$ cat src/rtl/imem_loader.sv
// imem_loader: boot loader that fills instruction memory from a byte stream.
// It accepts a length-prefixed image over valid/ready:
//   N (16-bit, LSB first), 4*N data bytes (little-endian words), XOR checksum.
// Each assembled word is written as a single-cycle strobe. The core is held in
// reset until a load completes with a matching checksum.
// Ports:
//   clk, n_rst            clock, async active-low reset
//   start                 load request pulse (IDLE/DONE/ERROR only)
//   byte_in/byte_valid    stream input, byte_ready is the accept handshake
//   imem_we/addr/wdata    instruction-memory write port
//   core_n_rst            core reset, high only after a successful load
//   busy/done/err_code    status (err: 01 length, 10 checksum, 11 timeout)
//   words_loaded          words written by the current or last load
module imem_loader #(
  parameter int unsigned NUM_INSTR      = 64,
  parameter logic [31:0] BASE_ADDR      = 32'h0,
  parameter int unsigned TIMEOUT_CYCLES = 1000000
) (
  input  logic        clk,
  input  logic        n_rst,
  input  logic        start,
  input  logic [7:0]  byte_in,
  input  logic        byte_valid,
  output logic        byte_ready,
  output logic        imem_we,
  output logic [31:0] imem_addr,
  output logic [31:0] imem_wdata,
  output logic        core_n_rst,
  output logic        busy,
  output logic        done,
  output logic [1:0]  err_code,
  output logic [15:0] words_loaded
);

  typedef enum logic [2:0] {
    S_IDLE, S_LEN0, S_LEN1, S_DATA, S_WRITE, S_CHECK, S_DONE, S_ERROR
  } state_t;

  state_t      r_state;
  logic [7:0]  r_len_lo;
  logic [15:0] r_len;
  logic [23:0] r_word;      // lower three lanes; the fourth arrives with the write
  logic [7:0]  r_csum;
  logic [1:0]  r_byte_idx;
  logic [15:0] r_word_idx;
  logic [31:0] r_idle;

  state_t      w_next;
  logic [1:0]  w_err_next;
  logic        w_accept;
  logic        w_counting;
  logic        w_timeout;
  logic [15:0] w_len;
  logic        w_enter_len0;

  assign w_accept   = byte_valid & byte_ready;
  assign w_counting = (r_state == S_LEN0) || (r_state == S_LEN1) ||
                      (r_state == S_DATA) || (r_state == S_CHECK);
  // Fires on the edge where the idle count would reach TIMEOUT_CYCLES-1.
  assign w_timeout  = w_counting && !w_accept &&
                      ((r_idle + 32'd1) >= (TIMEOUT_CYCLES - 32'd1));
  assign w_len      = {byte_in, r_len_lo};

  always_comb begin
    w_next     = r_state;
    w_err_next = 2'b00;
    case (r_state)
      S_IDLE, S_DONE, S_ERROR: if (start) w_next = S_LEN0;
      S_LEN0: begin
        if (w_timeout)     begin w_next = S_ERROR; w_err_next = 2'b11; end
        else if (w_accept) w_next = S_LEN1;
      end
      S_LEN1: begin
        if (w_timeout) begin
          w_next = S_ERROR; w_err_next = 2'b11;
        end else if (w_accept) begin
          if ({16'h0, w_len} > NUM_INSTR) begin
            w_next = S_ERROR; w_err_next = 2'b01;
          end else if (w_len == 16'h0) begin
            w_next = S_CHECK;
          end else begin
            w_next = S_DATA;
          end
        end
      end
      S_DATA: begin
        if (w_timeout) begin
          w_next = S_ERROR; w_err_next = 2'b11;
        end else if (w_accept && (r_byte_idx == 2'd3)) begin
          w_next = S_WRITE;
        end
      end
      S_WRITE: w_next = ((r_word_idx + 16'd1) == r_len) ? S_CHECK : S_DATA;
      S_CHECK: begin
        if (w_timeout) begin
          w_next = S_ERROR; w_err_next = 2'b11;
        end else if (w_accept) begin
          if (byte_in == r_csum) w_next = S_DONE;
          else begin w_next = S_ERROR; w_err_next = 2'b10; end
        end
      end
      default: w_next = S_IDLE;
    endcase
  end

  assign w_enter_len0 = (w_next == S_LEN0) && (r_state != S_LEN0);

  always_ff @(posedge clk or negedge n_rst) begin
    if (!n_rst) begin
      r_state      <= S_IDLE;
      r_len_lo     <= '0;
      r_len        <= '0;
      r_word       <= '0;
      r_csum       <= '0;
      r_byte_idx   <= '0;
      r_word_idx   <= '0;
      r_idle       <= '0;
      byte_ready   <= 1'b0;
      imem_we      <= 1'b0;
      imem_addr    <= '0;
      imem_wdata   <= '0;
      core_n_rst   <= 1'b0;
      busy         <= 1'b0;
      done         <= 1'b0;
      err_code     <= '0;
      words_loaded <= '0;
    end else begin
      r_state    <= w_next;
      // Outputs are registered from the next state so they line up with it.
      byte_ready <= (w_next == S_LEN0) || (w_next == S_LEN1) ||
                    (w_next == S_DATA) || (w_next == S_CHECK);
      busy       <= (w_next == S_LEN0) || (w_next == S_LEN1) || (w_next == S_DATA) ||
                    (w_next == S_WRITE) || (w_next == S_CHECK);
      imem_we    <= (w_next == S_WRITE);
      done       <= (w_next == S_DONE);
      core_n_rst <= (w_next == S_DONE);

      if (w_accept || w_enter_len0) r_idle <= '0;
      else if (w_counting)          r_idle <= r_idle + 32'd1;

      if (w_enter_len0) begin
        err_code     <= '0;
        words_loaded <= '0;
      end else if ((w_next == S_ERROR) && (r_state != S_ERROR)) begin
        err_code <= w_err_next;
      end

      if ((r_state == S_LEN0) && w_accept) r_len_lo <= byte_in;

      if ((r_state == S_LEN1) && w_accept) begin
        r_len      <= w_len;
        r_csum     <= '0;
        r_word_idx <= '0;
        r_byte_idx <= '0;
      end

      if ((r_state == S_DATA) && w_accept && !w_timeout) begin
        r_csum     <= r_csum ^ byte_in;
        r_byte_idx <= r_byte_idx + 2'd1;
        case (r_byte_idx)
          2'd0:    r_word[7:0]   <= byte_in;
          2'd1:    r_word[15:8]  <= byte_in;
          2'd2:    r_word[23:16] <= byte_in;
          default: begin
            imem_addr  <= BASE_ADDR + {14'h0, r_word_idx, 2'b00};
            imem_wdata <= {byte_in, r_word};
          end
        endcase
      end

      if (r_state == S_WRITE) begin
        r_word_idx   <= r_word_idx + 16'd1;
        words_loaded <= words_loaded + 16'd1;
      end
    end
  end

endmodule

$ cat config.mk
export PLATFORM = sky130hd
export DESIGN_NAME = imem_loader
export DESIGN_NICKNAME = d
export VERILOG_FILES = /design/src/rtl/imem_loader.sv
export SDC_FILE = /design/constraint.sdc
export NUM_CORES = 1
export LEC_CHECK = 0
export CAP_MARGIN = 40
export CORE_MARGIN = 10
export CORE_UTILIZATION = 64
export CTS_CLUSTER_DIAMETER = 80
export DETAILED_ROUTE_END_ITERATION = 7
export DONT_BUFFER_PORTS = 1
export GPL_TIMING_DRIVEN = 0
export PLACE_DENSITY = 0.79
export SLEW_MARGIN = 40
export SYNTH_ARGS = -nofsm -noshare
export SYNTH_HDL_FRONTEND = slang
export SYNTH_SLANG_ARGS = --single-unit
$ cat constraint.sdc
create_clock -name clk -period 3.8 [get_ports clk]
set_clock_uncertainty 0.1 [all_clocks]
set_input_delay 0.57 -clock clk [delete_from_list [all_inputs] [get_ports clk]]
set_output_delay 0.57 -clock clk [all_outputs]
set_load 0.01 [all_outputs]
# Yosys cells after proc, flatten, opt, wreduce, memory -nomap -nowiden

Cells that the tools add are included.
W data, S select, Z words.

Add/sub/neg operators: 4
Order comparisons: 2
Equality and inequality tests: 21
Mux-type cells: 34
Bitwise gates (word level): 3
Reduce and logical (&&, ||, !) cells: 35

Operators with widths:

| kind                    | count |
|---|---|
| $mux W16                | 4 |
| $mux W32                | 2 |
| $mux W3                 | 12 |
| $add A16 B1 Y16 const B | 2 |
| $add A32 B1 Y32 const B | 1 |
| $ge A32 B20 Y1 const B  | 1 |
| $eq A3 B3 Y1 const B    | 8 |
| $mux W2                 | 9 |
| $pmux W3 S6             | 1 |
| $eq A16 B16 Y1          | 1 |
| $gt A16 B7 Y1 const B   | 1 |
| $logic_not A16 Y1       | 1 |
| $mux W8                 | 2 |
| $eq A3 B2 Y1 const B    | 4 |
| $reduce_bool A2 Y1      | 5 |
| $logic_and A1 B1 Y1     | 9 |
| $logic_or A1 B1 Y1      | 9 |
| $eq A8 B8 Y1            | 1 |
| $reduce_and A2 Y1       | 4 |
| $xor A8 B8 Y8           | 1 |
| $eq A3 B1 Y1 const B    | 2 |
| $pmux W2 S3             | 1 |
| $reduce_or A3 Y1        | 2 |
| $eq A2 B2 Y1 const B    | 2 |
| 11 further kinds        | 14 |

Bits in registers: 179
Input bits: 12
Output and inout port bits: 87
Word-level logic and storage cells: 117

# Longest topological paths before layout

Word-level depth: 13
Gate-level depth with buffers: 13
Mapped depth without buffers: 10

# Worst setup path before layout

OpenSTA, ideal clock, no wires.

Path kind: reg-to-reg
Start: register r_idle[0]
End: register r_idle[11]
Setup time: 0.141 ns
Arrival time: 2.947 ns
Required time: 3.559 ns
Path slack: 0.612 ns
Cell stages (with the launch flop): 14
Buffers on the path: 3
Period minus slack after synthesis: 3.188 ns
Cell sequence: dfrtp_1 -> ha_1 -> nand3_2 -> nor4_1 -> buf_4 -> nand3_1 -> a21oi_1 -> a2111oi_4 -> a211o_1 -> o2111a_1 -> buf_2 -> o31ai_4 -> buf_6 -> a31oi_1

Cells in the longest elaborated chain, start to end: 9
Elaborated cells on any way between the ends: 14
Classes of those cells: 1 x add/sub; 1 x order compare; 1 x eq/ne; 7 x mux; 4 x reduce/logical

Ends and longest elaborated chain:

| element                                        | line | RTL |
|---|---|---|
| from (decl)                                    | 46   | `logic [31:0] r_idle;` |
| from (signal assigned)                         | 139  | `else if (w_counting) r_idle <= r_idle + 32'd1;` |
| $add A32 B1 Y32 (*)                            | 61   | `((r_idle + 32'd1) >= (TIMEOUT_CYCLES - 32'd1));` |
| $ge A32 B20 Y1 (*)                             | 61   |  |
| $logic_and A1 B1 Y1 (*)                        | 60   | `assign w_timeout = w_counting && !w_accept &&` |
| $mux W3, on equally long branches              | -    |  |
| $pmux W3 S6 (*)                                | 67   | `case (r_state)` |
| named net w_next[1]                            | 48   | `state_t w_next;` |
| $eq A3 B1 Y1 (*)                               | 106  | `assign w_enter_len0 = (w_next == S_LEN0) && (r_state != S_LEN0);` |
| $logic_and A1 B1 Y1 (*)                        | 106  |  |
| $logic_or A1 B1 Y1 (*)                         | 138  | `if (w_accept \|\| w_enter_len0) r_idle <= '0;` |
| $mux W32 or $reduce_bool A2 Y1 (tied branches) | -    |  |

The timed path passes the listed nets; every way through them passes the cells marked *. The select of a mux whose other input is x is not followed.
A chain may end at the register's enable or synchronous reset.

# Worst setup path in the final report

Start: register r_idle[11]
End: register words_loaded[0]

Cells in the longest elaborated chain, start to end: 8
Elaborated cells on any way between the ends: 11
Classes of those cells: 1 x add/sub; 1 x order compare; 1 x eq/ne; 5 x mux; 3 x reduce/logical

Ends and longest elaborated chain:

| element                                 | line | RTL |
|---|---|---|
| $add A32 B1 Y32 (*)                     | 61   |  |
| $ge A32 B20 Y1 (*)                      | 61   |  |
| $logic_and A1 B1 Y1 (*)                 | 60   |  |
| $mux W3, on equally long branches       | -    |  |
| $pmux W3 S6 (*)                         | 67   |  |
| named net w_next[1]                     | 48   |  |
| $eq A3 B1 Y1 (*)                        | 106  |  |
| $logic_and A1 B1 Y1 (*)                 | 106  |  |
| $reduce_bool A2 Y1 (no source line) (*) | -    |  |
| to (signal assigned)                    | 173  | `words_loaded <= words_loaded + 16'd1;` |
| to (decl)                               | 32   | `output logic [15:0] words_loaded` |

The timed path passes the listed nets; every way through them passes the cells marked *.

==> impl_metrics.prom <==
# TYPE chip_impl_metric gauge
chip_impl_metric{name="area_overhead_vs_synth",unit="%"} 10.50
chip_impl_info{name="synth_area_leader_cell",value="sky130_fd_sc_hd__dfrtp_1"} 1
chip_impl_info{name="synth_area_leaders",value="sky130_fd_sc_hd__dfrtp_1, sky130_fd_sc_hd__mux2_2, sky130_fd_sc_hd__nand3_1"} 1
chip_impl_metric{name="static-leakage-power",unit="µW"} 0.004602
chip_impl_metric{name="critical_path_peak_fanout",unit=""} 10
chip_impl_metric{name="finalHoldViolations",unit=""} 179
chip_impl_metric{name="vias_per_cell",unit=""} 6.375
chip_impl_info{name="post_synth_top_flop",value="sky130_fd_sc_hd__dfrtp_1"} 1
chip_impl_metric{name="arrival",unit="ns"} 3.76
chip_impl_metric{name="placementRows",unit=""} 44
chip_impl_metric{name="crit_required",unit="ns"} 4.00
chip_impl_metric{name="grt_first_pass_wirelength",unit="µm"} 38690
chip_impl_info{name="cts_tree",value="built"} 1
chip_impl_info{name="failed_checks",value="hold timing"} 1
chip_impl_metric{name="die_area",unit="µm²"} 20500
chip_impl_metric{name="finalSetupViolations",unit=""} 0
chip_impl_metric{name="hpwlAfterDp",unit="µm"} 16200
chip_impl_metric{name="largest_net_degree_at_the_start_of_global_routing",unit=""} 180
chip_impl_info{name="hold_class",value="in2async"} 1
chip_impl_metric{name="drv_slew",unit=""} 0
chip_impl_metric{name="n_fill_cell",unit=""} 1057
chip_impl_metric{name="cts-buffers-inserted",unit=""} 17
chip_impl_metric{name="ctsLongestPathBuffers",unit=""} 2
chip_impl_metric{name="powerDensity",unit="nW/µm²"} 670.3
chip_impl_metric{name="synth_largest_type_area_fraction",unit="%"} 46.13
chip_impl_metric{name="drt-initial-drc-count",unit=""} 525
chip_impl_metric{name="die-width",unit="µm"} 143.2
chip_impl_metric{name="die_height",unit="µm"} 143.2
chip_impl_metric{name="synthCells",unit=""} 976
chip_impl_metric{name="dr_total_vias",unit=""} 7733
chip_impl_metric{name="place.gp.congestion",unit=""} 0.9614
chip_impl_info{name="timing.critical_path.cells",value="clkbuf_1 > and3_1 > nand4_1 > or2_1 > xnor2_1 > nand4_1 > a211o_1 > o2111a_1 > buf_2 > o31ai_2 > clkbuf_4 > mux2i_1"} 1
chip_impl_info{name="status",value="finished with violations"} 1
chip_impl_metric{name="grt_use_total",unit="%"} 23.53
chip_impl_metric{name="grt-ovfl-total",unit=""} 0
chip_impl_info{name="rsz_0062_raised_after_global_routing",value="false"} 1
chip_impl_metric{name="cap_violations",unit=""} 0
chip_impl_metric{name="finish.net_count",unit=""} 1036
chip_impl_metric{name="min_period_over_period",unit="%"} 93.91
chip_impl_info{name="synthTopCellsByCount",value="sky130_fd_sc_hd__dfrtp_1, sky130_fd_sc_hd__mux2_2, sky130_fd_sc_hd__nand2_1"} 1
chip_impl_metric{name="cpPeakStageDelay",unit="ns"} 0.35
chip_impl_info{name="critical_path.slowest_cell",value="sky130_fd_sc_hd__dfrtp_1"} 1
chip_impl_metric{name="portbufs",unit=""} 0
chip_impl_metric{name="timing_worst_slew_pin_value",unit="ns"} 0.7889
chip_impl_metric{name="relSlewSlack",unit="%"} 46.92
chip_impl_info{name="dr.max_layer_used",value="met4"} 1
chip_impl_metric{name="layout_min_cycle_time",unit="ns"} 3.569
chip_impl_metric{name="synth_sequential_area_ratio",unit="%"} 46.13
chip_impl_metric{name="final.setup.tns",unit="ns"} 0
chip_impl_metric{name="post_synthesis_instance_area",unit="µm²"} 9711
chip_impl_info{name="synth_most_common_cell",value="sky130_fd_sc_hd__dfrtp_1"} 1
chip_impl_metric{name="wl_met3",unit="µm"} 2221
chip_impl_metric{name="io_pins",unit=""} 99
chip_impl_metric{name="wl_per_cell",unit="µm"} 19.62
chip_impl_metric{name="post_route_cells_drive_above_1_share",unit="%"} 20.02
chip_impl_metric{name="netlist-cell-type-count",unit=""} 72
chip_impl_metric{name="irDropWorstVdd",unit="µV"} 524.7
chip_impl_metric{name="synth.avg_cell_area",unit="µm²"} 9.949
chip_impl_metric{name="clk_pin_slew_worst_paths",unit="ns"} 0.07
chip_impl_info{name="critPathLaunchType",value="register"} 1
chip_impl_info{name="cts.root.buffer_cell",value="sky130_fd_sc_hd__clkbuf_16"} 1
chip_impl_metric{name="worst_skew_pair.late_latency",unit="ns"} 0.45
chip_impl_metric{name="routed_wirelength",unit="µm"} 23800
chip_impl_metric{name="finalPower",unit="µW"} 7193
chip_impl_metric{name="synth_edf_count",unit=""} 0
chip_impl_metric{name="initial_utilization",unit="%"} 66.06
chip_impl_metric{name="grt_pass1_vias",unit=""} 7237
chip_impl_metric{name="postSynthRegisterBits",unit=""} 179
chip_impl_metric{name="grt_antenna_before_repair",unit=""} 0
chip_impl_info{name="crit_path_frequent_cell",value="sky130_fd_sc_hd__nand4_1"} 1
chip_impl_metric{name="ant_nets",unit=""} 0
chip_impl_metric{name="htreeDepth",unit=""} 4
chip_impl_info{name="critPathCaptureType",value="register"} 1
chip_impl_metric{name="drt_pass1_iterations",unit=""} 5
chip_impl_metric{name="async_flop_share",unit="%"} 100.0
chip_impl_metric{name="routedLengthMet1",unit="µm"} 10360
chip_impl_metric{name="wl_met2",unit="µm"} 10850
chip_impl_metric{name="remaining_drc_errors",unit=""} 0
chip_impl_metric{name="antenna_cells",unit=""} 0
chip_impl_metric{name="core_area",unit="µm²"} 14700
chip_impl_metric{name="cts_sinks",unit=""} 179
chip_impl_metric{name="max_freq",unit="MHz"} 280.2
chip_impl_info{name="worstSetupPathType",value="reg2reg"} 1
chip_impl_metric{name="yosysWarningCount",unit=""} 0
chip_impl_metric{name="hold-worst-slack",unit="ns"} -0.2764
## power by group
part | switching (µW) | internal [µW]
registers | 628 | 2510
clock network | 836 | 957
logic | 1250 | 1020
## cell type report
cell class | count | area, µm² | share of cell area, %
well taps | 184 | 230.2 | 2.146
clock inverters | 13 | 157.7 | 1.469
flip-flops and latches | 179 | 4482 | 41.77
plain buffers | 71 | 386.6 | 3.603
repair buffers | 8 | 60.06 | 0.5597
multi-input cells | 691 | 4791 | 44.65
clock buffers | 19 | 442.9 | 4.128
inverters | 48 | 180.2 | 1.679
## routing by layer
metal	GRT usage, %	up-vias
met5	0	-
met4	6.623	0
met3	7.629	30
met2	35.62	305
met1	31.72	3799
li1	-	3599
## critical path: cells and delay by family (launching register included)
family                    cells  cell delay, ns
AOI/OAI and AO/OA             3            0.89
xor gates and xnor gates      1            0.16
buffers and inverters         3            0.79
and+or+nand+nor               4            1.03
muxes                         1            0.09
DFF                           1            0.35
## sequential cells by signal, indices dropped and copies added (netlist names)
signal / count
r_idle: 32
imem_wdata: 32
r_byte_idx: 2
r_csum: 8
busy: 1
byte_ready: 1
r_word_idx: 16
r_len_lo: 8
r_state: 3
imem_we: 1
imem_addr: 16
done: 1
err_code: 2
words_loaded: 16
r_len: 16
r_word: 24
## timing repair
action                                 in CTS  in global routing
pin swaps                                   1                  5
setup buffers                               2                  6
setup endpoints to repair                  46                 51
resized for setup                           1                 17
endpoints found under the hold margin     179                179
## layout by cell type (no fill, tap or decap), drive strengths merged, types with 5 or more instances in the layout
cell	n
a211oi	8
a21oi	31
a22o	8
a31oi	9
and2	8
and3	18
and4	10
buf	50
clkbuf	48
conb	16
dfrtp	179
ha	8
inv	56
mux2	97
mux2i	6
nand2	65
nand2b	24
nand3	57
nand4	19
nor2	44
nor2b	9
nor3	30
nor4	27
o211ai	23
o21ai	64
o22ai	5
o31ai	7
or3	21
xnor2	20
xor2	13
## kinds of logic (layout without fill, tap and decap cells)
| kind of cell | after synthesis | count (layout) | share of synthesized area, % |
|---|---|---|---|
| flip-flops | 179 | 179 | 46.13 |
| other | 1 | 16 | 0.03862 |
| multiplexers | 103 | 103 | 11.87 |
| AO/OA/AOI/OAI | 186 | 186 | 12.63 |
| AND/OR/NAND/NOR | 345 | 345 | 19.44 |
| XOR/XNOR | 33 | 33 | 2.976 |
| adder cells (fa/ha/maj) | 8 | 8 | 1.031 |
| buffers and inverters | 121 | 159 | 5.888 |
## metrics by stage
| step | area [µm²] | std cells | hold slack [ns] | util (%) | worst slack [ns] |
|---|---|---|---|---|---|
| after floorplan | 9767 | 991 | 0.1744 | - | 0.6120 |
| after global placement | 9997 | 1175 | 0.1805 | 68.01 | -0.06779 |
| after detailed placement | 10000 | 1175 | 0.1799 | 68.05 | -0.08336 |
| after CTS | 10620 | 1209 | -0.2863 | 72.27 | 0.03742 |
| after global routing | 10730 | 1213 | -0.2915 | 73.00 | 0.001671 |
| final | 10730 | 1213 | -0.2764 | 73.00 | 0.2314 |
## final timing paths
| check | end | cells after the start | slack [ns] | start |
|---|---|---|---|---|
| setup / recovery | words_loaded[0] | 12 | 0.23 | r_idle[11] |
| hold / removal | words_loaded[3] | 0 | -0.28 | n_rst |
| setup reg to reg | words_loaded[0] | 12 | 0.23 | r_idle[11] |
| hold reg to reg | imem_wdata[12] | 1 | 0.41 | r_word[12] |
| max in group asynchronous | r_idle[0] | 0 | 3.53 | n_rst |
| min in group clk | imem_wdata[29] | 1 | 0.17 | byte_in[5] |
No activity file was read; power rests on OpenSTA's default activity.
